===== config.mk =====
export PLATFORM = sky130hd
export DESIGN_NAME = pw_mac_accum
export DESIGN_NICKNAME = d
export VERILOG_FILES = /design/src/rtl/pw_mac_accum.sv
export SDC_FILE = /design/constraint.sdc
export NUM_CORES = 2
export LEC_CHECK = 0
export BUFFER_PORTS_ARGS = -buffer_cell sky130_fd_sc_hd__buf_2
export CORE_UTILIZATION = 25
export DETAILED_ROUTE_END_ITERATION = 16
export PLACE_DENSITY_LB_ADDON = 0.08
export SYNTH_ARGS = -nofsm -noshare
export SYNTH_HDL_FRONTEND = slang
export SYNTH_SLANG_ARGS = --single-unit

===== constraint.sdc =====
create_clock -name clk -period 18.9 [get_ports clk]
set_clock_uncertainty 0.2 [all_clocks]
set_input_delay 3.78 -clock clk [delete_from_list [all_inputs] [get_ports clk]]
set_output_delay 3.78 -clock clk [all_outputs]
set_load 0.005 [all_outputs]

===== src/rtl/pw_mac_accum.sv =====
// pw_mac_accum
//   Pointwise (1x1) convolution multiply-accumulate stage. Takes the
//   channel-innermost activation stream from the pointwise tile reader.
//   For each element it reads one packed word of LANES signed weights,
//   one per output channel, and accumulates (act - zero_point) * weight
//   per lane. On the last input channel of a pixel the LANES accumulators
//   are presented on a valid/ready output register.
//
// Ports
//   clk, rst_n          clock, asynchronous active-low reset
//   start               one-cycle pulse: latch cfg_*, (re)start a tile
//   cfg_w_base_addr     weight word address of input channel 0
//   cfg_in_zp           signed activation zero point
//   cfg_num_pix         pixels in the tile (>= 1)
//   in_valid/in_ready   activation handshake
//   in_data             signed activation
//   in_first_ch         first input channel of the pixel (restarts the sums)
//   in_last_ch          last input channel of the pixel (emits a result)
//   in_ch_idx           input channel index (addressing only)
//   w_rd_en/w_rd_addr   weight read request, issued in the accept cycle
//   w_rd_data           packed weights, lane 0 in LSBs, one cycle after w_rd_en
//   out_valid/out_ready result handshake
//   out_acc             packed accumulators, lane 0 in LSBs
//   out_pix_idx         pixel index of the presented result
//   busy                tile active
//   done                one-cycle pulse after the final result handshake
module pw_mac_accum #(
  parameter int DATA_W = 8,
  parameter int W_W    = 8,
  parameter int ACC_W  = 32,
  parameter int LANES  = 4,
  parameter int ADDR_W = 32,
  parameter int DIM_W  = 16
) (
  input  logic                   clk,
  input  logic                   rst_n,
  input  logic                   start,
  input  logic [ADDR_W-1:0]      cfg_w_base_addr,
  input  logic [DATA_W-1:0]      cfg_in_zp,
  input  logic [DIM_W-1:0]       cfg_num_pix,
  input  logic                   in_valid,
  output logic                   in_ready,
  input  logic [DATA_W-1:0]      in_data,
  input  logic                   in_first_ch,
  input  logic                   in_last_ch,
  input  logic [DIM_W-1:0]       in_ch_idx,
  output logic                   w_rd_en,
  output logic [ADDR_W-1:0]      w_rd_addr,
  input  logic [LANES*W_W-1:0]   w_rd_data,
  output logic                   out_valid,
  input  logic                   out_ready,
  output logic [LANES*ACC_W-1:0] out_acc,
  output logic [DIM_W-1:0]       out_pix_idx,
  output logic                   busy,
  output logic                   done
);

  // state    | meaning
  // ST_IDLE  | no tile active, nothing accepted
  // ST_RUN   | accepting activations
  // ST_FINAL | last element of the last pixel accepted, draining its result
  typedef enum logic [1:0] {ST_IDLE, ST_RUN, ST_FINAL} state_e;

  // zero-point subtraction needs one extra bit: 127 - (-128) = 255
  localparam int ACT_W  = DATA_W + 1;
  localparam int PROD_W = ACT_W + W_W;
  localparam int EXT_W  = (ACC_W > PROD_W) ? ACC_W : PROD_W;

  state_e                   state_q, state_d;
  logic [ADDR_W-1:0]        w_base_q, w_base_d;
  logic [DATA_W-1:0]        zp_q, zp_d;
  logic [DIM_W-1:0]         num_pix_q, num_pix_d;
  logic                     s1_valid_q, s1_valid_d;
  logic                     s1_first_q, s1_first_d;
  logic                     s1_last_q, s1_last_d;
  logic signed [ACT_W-1:0]  s1_act_q, s1_act_d;
  logic [LANES*ACC_W-1:0]   acc_q, acc_d;
  logic [LANES*ACC_W-1:0]   acc_upd;
  logic [LANES*ACC_W-1:0]   out_acc_q, out_acc_d;
  logic                     out_valid_q, out_valid_d;
  logic [DIM_W-1:0]         out_pix_q, out_pix_d;
  logic [DIM_W-1:0]         pix_cnt_q, pix_cnt_d;
  logic                     done_q, done_d;

  logic accept;
  logic out_hs;
  logic final_hs;
  logic final_accept;

  // An element following a last_ch element is held off for one cycle, so
  // pix_cnt_q always counts every earlier pixel when a last_ch element is
  // accepted; that makes the final-pixel test below exact.
  assign busy     = (state_q != ST_IDLE);
  assign in_ready = (state_q == ST_RUN) && (!out_valid_q || out_ready)
                    && !(s1_valid_q && s1_last_q);
  assign accept   = in_valid && in_ready;

  assign w_rd_en   = accept;
  assign w_rd_addr = accept ? (w_base_q + ADDR_W'(in_ch_idx)) : '0;

  assign out_hs       = out_valid_q && out_ready;
  assign final_hs     = out_hs && (out_pix_q == (num_pix_q - DIM_W'(1)));
  assign final_accept = accept && in_last_ch
                        && (pix_cnt_q == (num_pix_q - DIM_W'(1)));

  for (genvar g = 0; g < LANES; g++) begin : g_lane
    logic signed [W_W-1:0] w_lane;
    logic [ACC_W-1:0]      prod_acc;

    assign w_lane   = w_rd_data[g*W_W +: W_W];
    // product formed at full precision, then sign-extended or wrapped to ACC_W
    assign prod_acc = ACC_W'(EXT_W'(s1_act_q) * EXT_W'(w_lane));
    assign acc_upd[g*ACC_W +: ACC_W] = s1_first_q ? prod_acc
                                     : (acc_q[g*ACC_W +: ACC_W] + prod_acc);
  end

  always_comb begin
    state_d     = state_q;
    w_base_d    = w_base_q;
    zp_d        = zp_q;
    num_pix_d   = num_pix_q;
    s1_valid_d  = accept;
    s1_first_d  = accept ? in_first_ch : s1_first_q;
    s1_last_d   = accept ? in_last_ch : s1_last_q;
    s1_act_d    = accept ? (ACT_W'(signed'(in_data)) - ACT_W'(signed'(zp_q)))
                         : s1_act_q;
    acc_d       = acc_q;
    out_acc_d   = out_acc_q;
    out_valid_d = out_valid_q;
    out_pix_d   = out_pix_q;
    pix_cnt_d   = pix_cnt_q;
    done_d      = 1'b0;

    if (s1_valid_q) begin
      acc_d = acc_upd;
    end

    // the output register is always free when a last element reaches stage 1
    if (s1_valid_q && s1_last_q) begin
      out_acc_d   = acc_upd;
      out_valid_d = 1'b1;
      out_pix_d   = pix_cnt_q;
      pix_cnt_d   = pix_cnt_q + DIM_W'(1);
    end else if (out_hs) begin
      out_valid_d = 1'b0;
    end

    if (final_accept) begin
      state_d = ST_FINAL;
    end

    if (busy && final_hs) begin
      state_d = ST_IDLE;
      done_d  = 1'b1;
    end

    // restart discards everything in flight
    if (start) begin
      state_d     = ST_RUN;
      w_base_d    = cfg_w_base_addr;
      zp_d        = cfg_in_zp;
      num_pix_d   = cfg_num_pix;
      s1_valid_d  = 1'b0;
      acc_d       = acc_q;
      out_acc_d   = out_acc_q;
      out_valid_d = 1'b0;
      out_pix_d   = out_pix_q;
      pix_cnt_d   = '0;
      done_d      = 1'b0;
    end
  end

  always_ff @(posedge clk or negedge rst_n) begin
    if (!rst_n) begin
      state_q     <= ST_IDLE;
      w_base_q    <= '0;
      zp_q        <= '0;
      num_pix_q   <= '0;
      s1_valid_q  <= 1'b0;
      s1_first_q  <= 1'b0;
      s1_last_q   <= 1'b0;
      s1_act_q    <= '0;
      acc_q       <= '0;
      out_acc_q   <= '0;
      out_valid_q <= 1'b0;
      out_pix_q   <= '0;
      pix_cnt_q   <= '0;
      done_q      <= 1'b0;
    end else begin
      state_q     <= state_d;
      w_base_q    <= w_base_d;
      zp_q        <= zp_d;
      num_pix_q   <= num_pix_d;
      s1_valid_q  <= s1_valid_d;
      s1_first_q  <= s1_first_d;
      s1_last_q   <= s1_last_d;
      s1_act_q    <= s1_act_d;
      acc_q       <= acc_d;
      out_acc_q   <= out_acc_d;
      out_valid_q <= out_valid_d;
      out_pix_q   <= out_pix_d;
      pix_cnt_q   <= pix_cnt_d;
      done_q      <= done_d;
    end
  end

  assign out_valid   = out_valid_q;
  assign out_acc     = out_acc_q;
  assign out_pix_idx = out_pix_q;
  assign done        = done_q;

endmodule


## Yosys cells after proc, flatten, opt, wreduce, memory -nomap -nowiden

Cells that the tools add are included.

- Register bits after elaboration: 360
- Output and inout port bits: 181

- Equal/unequal tests: 3
- Bitwise gates (word level): 1
- Add/sub/neg operators: 8
- Reductions and logical operators: 18
- Multipliers: 4
- Muxes and demuxes: 16

Operator list:

| cell | number |
|---|---|
| 2-to-1 mux 32 bit | 5 |
| adder 32 bit | 4 |
| multiplier 9 x 8 -> 17 bit | 4 |
| adder 32 x 16 -> 32 bit | 1 |
| equality test 16 bit | 2 |
| 2-to-1 mux 16 bit | 2 |
| adder 16 x 1 -> 16 bit, second input constant | 1 |
| subtractor 16 x 1 -> 16 bit, second input constant | 1 |
| logical AND 1 bit | 9 |
| subtractor 8 x 8 -> 9 bit | 1 |
| 2-to-1 mux 1 bit | 6 |
| 2-to-1 mux 2 bit | 3 |
| nonzero test 3 bit | 2 |
| AND reduction 2 bit | 2 |
| nonzero test 2 bit | 2 |
| equality test 2 x 1 -> 1 bit, second input constant | 1 |
| zero test 1 bit | 2 |
| logical OR 1 bit | 1 |
| NOT 1 bit | 1 |

## Longest topological paths before layout

- Depth after elaboration: 10
- Mapped depth: 32
- Gate-level depth less buffers: 29

## Least setup slack after synthesis

OpenSTA, ideal clock, no wires.

- Path type: input to register
- Start point: in w_rd_data[26]
- End point: reg out_acc_q[127], in the netlist out_acc[127]
- Arrival: 10512 ps
- Cell stages on the path: 29
- Slack: 8105 ps
- Required time: 18617 ps
- Cell sequence: clkbuf_1 -> nand2_1 -> fa_1 -> fa_1 -> inv_1 -> fa_1 -> inv_1 -> fa_1 -> inv_1 -> ha_1 -> o21ai_0 -> nor2_1 -> or4_1 -> a31oi_2 -> o211ai_2 -> o31ai_4 -> xnor2_1 -> ha_1 -> clkbuf_1 -> and4_1 -> and3_1 -> a221oi_1 -> nand2_1 -> o211ai_1 -> a41o_1 -> xor2_1 -> nor2_1 -> xnor2_1 -> o21ai_0

- Word-level cells in the longest chain between the ends: 3

RTL lines:

| what | RTL line | source |
|---|---|---|
| start, declared | 49 | `input logic [LANES*W_W-1:0] w_rd_data,` |
| multiplier 9 x 8 -> 17 bit * | 112 | `assign prod_acc = ACC_W'(EXT_W'(s1_act_q) * EXT_W'(w_lane));` |
| adder 32 bit | 114 | `: (acc_q[g*ACC_W +: ACC_W] + prod_acc);` |
| 2-to-1 mux 32 bit * | 113 | `assign acc_upd[g*ACC_W +: ACC_W] = s1_first_q ? prod_acc` |
| end signal, assigned | 199 | `out_acc_q <= out_acc_d;` |
| end, declared | 79 | `logic [LANES*ACC_W-1:0] out_acc_q, out_acc_d;` |

Every way passes the cells marked *; elsewhere a longest branch is shown, timed or not.
A chain may end at the register's enable or synchronous reset.

## Worst setup path in the final report

- Start point: in in_ch_idx[0]
- End point: out w_rd_addr[22]

- Word-level cells in the longest chain between the ends: 2

RTL lines:

| what | RTL line | source |
|---|---|---|
| start, declared | 46 | `input logic [DIM_W-1:0] in_ch_idx,` |
| adder 32 x 16 -> 32 bit | 99 | `assign w_rd_addr = accept ? (w_base_q + ADDR_W'(in_ch_idx)) : '0;` |
| 2-to-1 mux 32 bit | 99 |  |
| end, declared | 48 | `output logic [ADDR_W-1:0] w_rd_addr,` |

Every way passes these cells.

==> flow_metrics.tcl <==
set metrics [dict create \
    status "finished, violations left" \
    violations "DRC" \
    grt-busiest-layer "met2" \
    worstHoldPathCells 2 \
    required_ps 14920 \
    vias_per_cell 4.48 \
    layout_min_cycle_time_ps 10920 \
    die-area_um2 134000 \
    path_cells "buf_2, ha_1, fa_1, a21o_1, a21o_1, a21oi_1, o21ai_0, nand2_1, o21ai_0, o31ai_1, nor2_1, xnor2_1, nor2_1, buf_2" \
    ys_top_cells_by_count "nand2_1, inv_1, dfrtp_1" \
    boundaryPins 300 \
    rsz0062_at_grt "false" \
    critical_path_class "input pin to output pin" \
    design.core.area_um2 131000 \
    layout.cells.non_filler 5802 \
    synthTopCellsByArea "dfrtp_1, fa_1, ha_1" \
    globalRouteOverflowTotal 0 \
    synth.net_count 4431 \
    grt_pass1_wl_mm 160 \
    yosys_warnings 0 \
    slew_violations 0 \
    cts_max_level 2 \
    yosysMostFrequentCell "nand2_1" \
    ys_types 91 \
    fmax_ghz 0.0916 \
    crit_path_max_fanout 7 \
    reg2reg_slack_ps 10530 \
    layout-drive-gt1-share 0.124 \
    cts_tree "yes" \
    area_growth_pct 15.6 \
    ys_ff_latch 360 \
    clockBufferDepth 3 \
    grt_usage 0.152 \
    wl_per_cell_um 17.6 \
    ys_seq_area_frac 0.272 \
    fp.dieH_um 366 \
    critPathLaunchType "input pin" \
    clkLatencyLatePin_ps 650 \
    end_kind "output pin" \
    routed-via-count 26004 \
    syn_area_per_cell_um2 8.75 \
    netlist_area_um2 33100 \
    wirelength_mm 102 \
    yosysTopAreaCellShare 0.272 \
    r2r-end "out_acc[63]" \
    hold_viol_final 0 \
    timing.slew.headroom 0.311 \
    synthFlopType "dfrtp_1" \
    r2r-start "s1_act_q[2]" \
    met2_usage 0.267 \
    worstHoldEndpoint "out_acc[6]" \
    grt_antenna_before_repair 22 \
    fin_util 0.291 \
    hold_buffers 0 \
    drtIter0Drc 1117 \
    slowest_delay_ps 840 \
    die_width_um 366 \
    hpwl_mm 77.9 \
    cts-resized-gates 0 \
    gp_congestion 0.763 \
    drc 4 \
    rr_worst_depth 27 \
    synth_top_cell_by_area "dfrtp_1" \
    antenna_left 0 \
    cts_buffers 51 \
    drv_cap 0 \
    fp-row-count 133 \
    initial_core_util 0.252 \
    grt_pass1_vias 26923 \
    tns_ps 0 \
    async_flop_share 1.00 \
    clk_pin_slew_worst_paths_ps 60 \
    grtUsageMet3 0.0273 \
    port_buffers 299 \
    cts_root_buffer "clkbuf_16" \
    grt_max_degree 102 \
    cts.sinks 360 \
    first_pass_iters 11 \
    fillers 14306 \
    finalNetCount 4648 \
    period_share 0.578 \
    use_met1 0.194 \
    worst_pin_slew_ps 1030 \
    netlist_instances 3784 \
    arrival_ps 6940 \
    min_path_type "register to register" \
    setup_viol 0 \
    slowest_stage "o31ai_1" \
    holdCritStartpoint "out_acc[6]" \
    place_inst 5703 \
    synth_edf_count 0 \
    postCtsSetupRepairBufs 0 \
]
## per-stage QoR
stage	instance area [um2]	hold WS, ps	worst slack (ps)
after floorplan	33100	252	8100
after global placement	36400	259	7370
after detailed placement	36400	265	7340
after CTS	38300	278	7830
after global routing	38300	292	7530
final	38300	270	7980
## metal layers
metal | routed length [um] | share of wire | up-vias
met1 | 45500 | 0.45 | 12537
li1 | - | - | 13012
met2 | 50500 | 0.50 | 323
met4 | 1900 | 0.019 | 20
met3 | 3890 | 0.038 | 112
met5 | 126 | 0.0012 | -
## worst max path at each step
stage                             start            end  slack (ps)  cells after the start
after floorplan           w_rd_data[26]   out_acc[127]        8100                     29
after global placement    w_rd_data[15]    out_acc[63]        7370                     28
after detailed placement  w_rd_data[15]    out_acc[63]        7340                     28
after CTS                  in_ch_idx[0]  w_rd_addr[24]        7830                     14
after global routing      w_rd_data[15]    out_acc[63]        7530                     28
final                      in_ch_idx[0]  w_rd_addr[22]        7980                     14
## layout by cell type (no fill, tap or decap), types with 9 or more instances in the layout
master / instances
nand2_1: 532
inv_1: 394
dfrtp_1: 358
o21ai_0: 352
buf_2: 297
ha_1: 278
fa_1: 250
a21oi_1: 214
nor2_1: 206
and2_1: 175
xnor2_1: 170
xor2_1: 89
a21o_1: 82
nand3_1: 55
clkbuf_16: 51
mux2_2: 45
nor3_1: 37
o21a_1: 29
buf_4: 28
nand2b_1: 25
a211oi_1: 25
a31oi_1: 24
and3_1: 23
o21bai_1: 20
mux2i_1: 16
nor4_1: 15
nand4_1: 15
clkbuf_8: 15
or3_1: 14
o211ai_1: 14
nor2b_1: 13
a21boi_1: 10
o21ai_1: 9
a211o_1: 9
a21boi_0: 9
## registers in the layout, summed over array words and instances (netlist names), 8 cells and up
name / cells
acc_q: 128
out_acc: 128
w_base_q: 32
num_pix_q: 16
out_pix_idx: 16
pix_cnt_q: 16
s1_act_q: 9
zp_q: 8
## worst max-delay path, delay by kind of cell
kind	cells	cell delay [ps]
and+or+nand+nor	3	370
buffers and inverters	2	240
xor gates and xnor gates	1	170
AOI/OAI and AO/OA	6	1740
adders and majority gates	2	640
## final cells by class
cell class	instances	area, um2	share of cell area
sequential	360	9010	0.236
clock buffer	72	1510	0.0393
multi-input combinational	2862	22000	0.574
antenna	4	10.0	0.000262
tap	1755	2200	0.0574
inverter	400	1500	0.0393
clock inverter	23	350	0.00915
timing repair buffer	326	1710	0.0447
## kinds of logic (layout without fill, tap and decap cells)
group                      Yosys count  after routing  share of synthesized area
other                                0              4                          0
and+or+nand+nor                   1146           1146                      0.159
adders and majority gates          528            528                      0.256
DFF                                360            360                      0.272
muxes                               61             61                     0.0201
AOI/OAI and AO/OA                  864            864                      0.157
buffers and inverters              562            821                     0.0652
xor gates and xnor gates           263            263                     0.0706
Power is left out: the tool's default activity adds up to more than one toggle a clock period on the data nets, which glitch-free logic cannot reach.
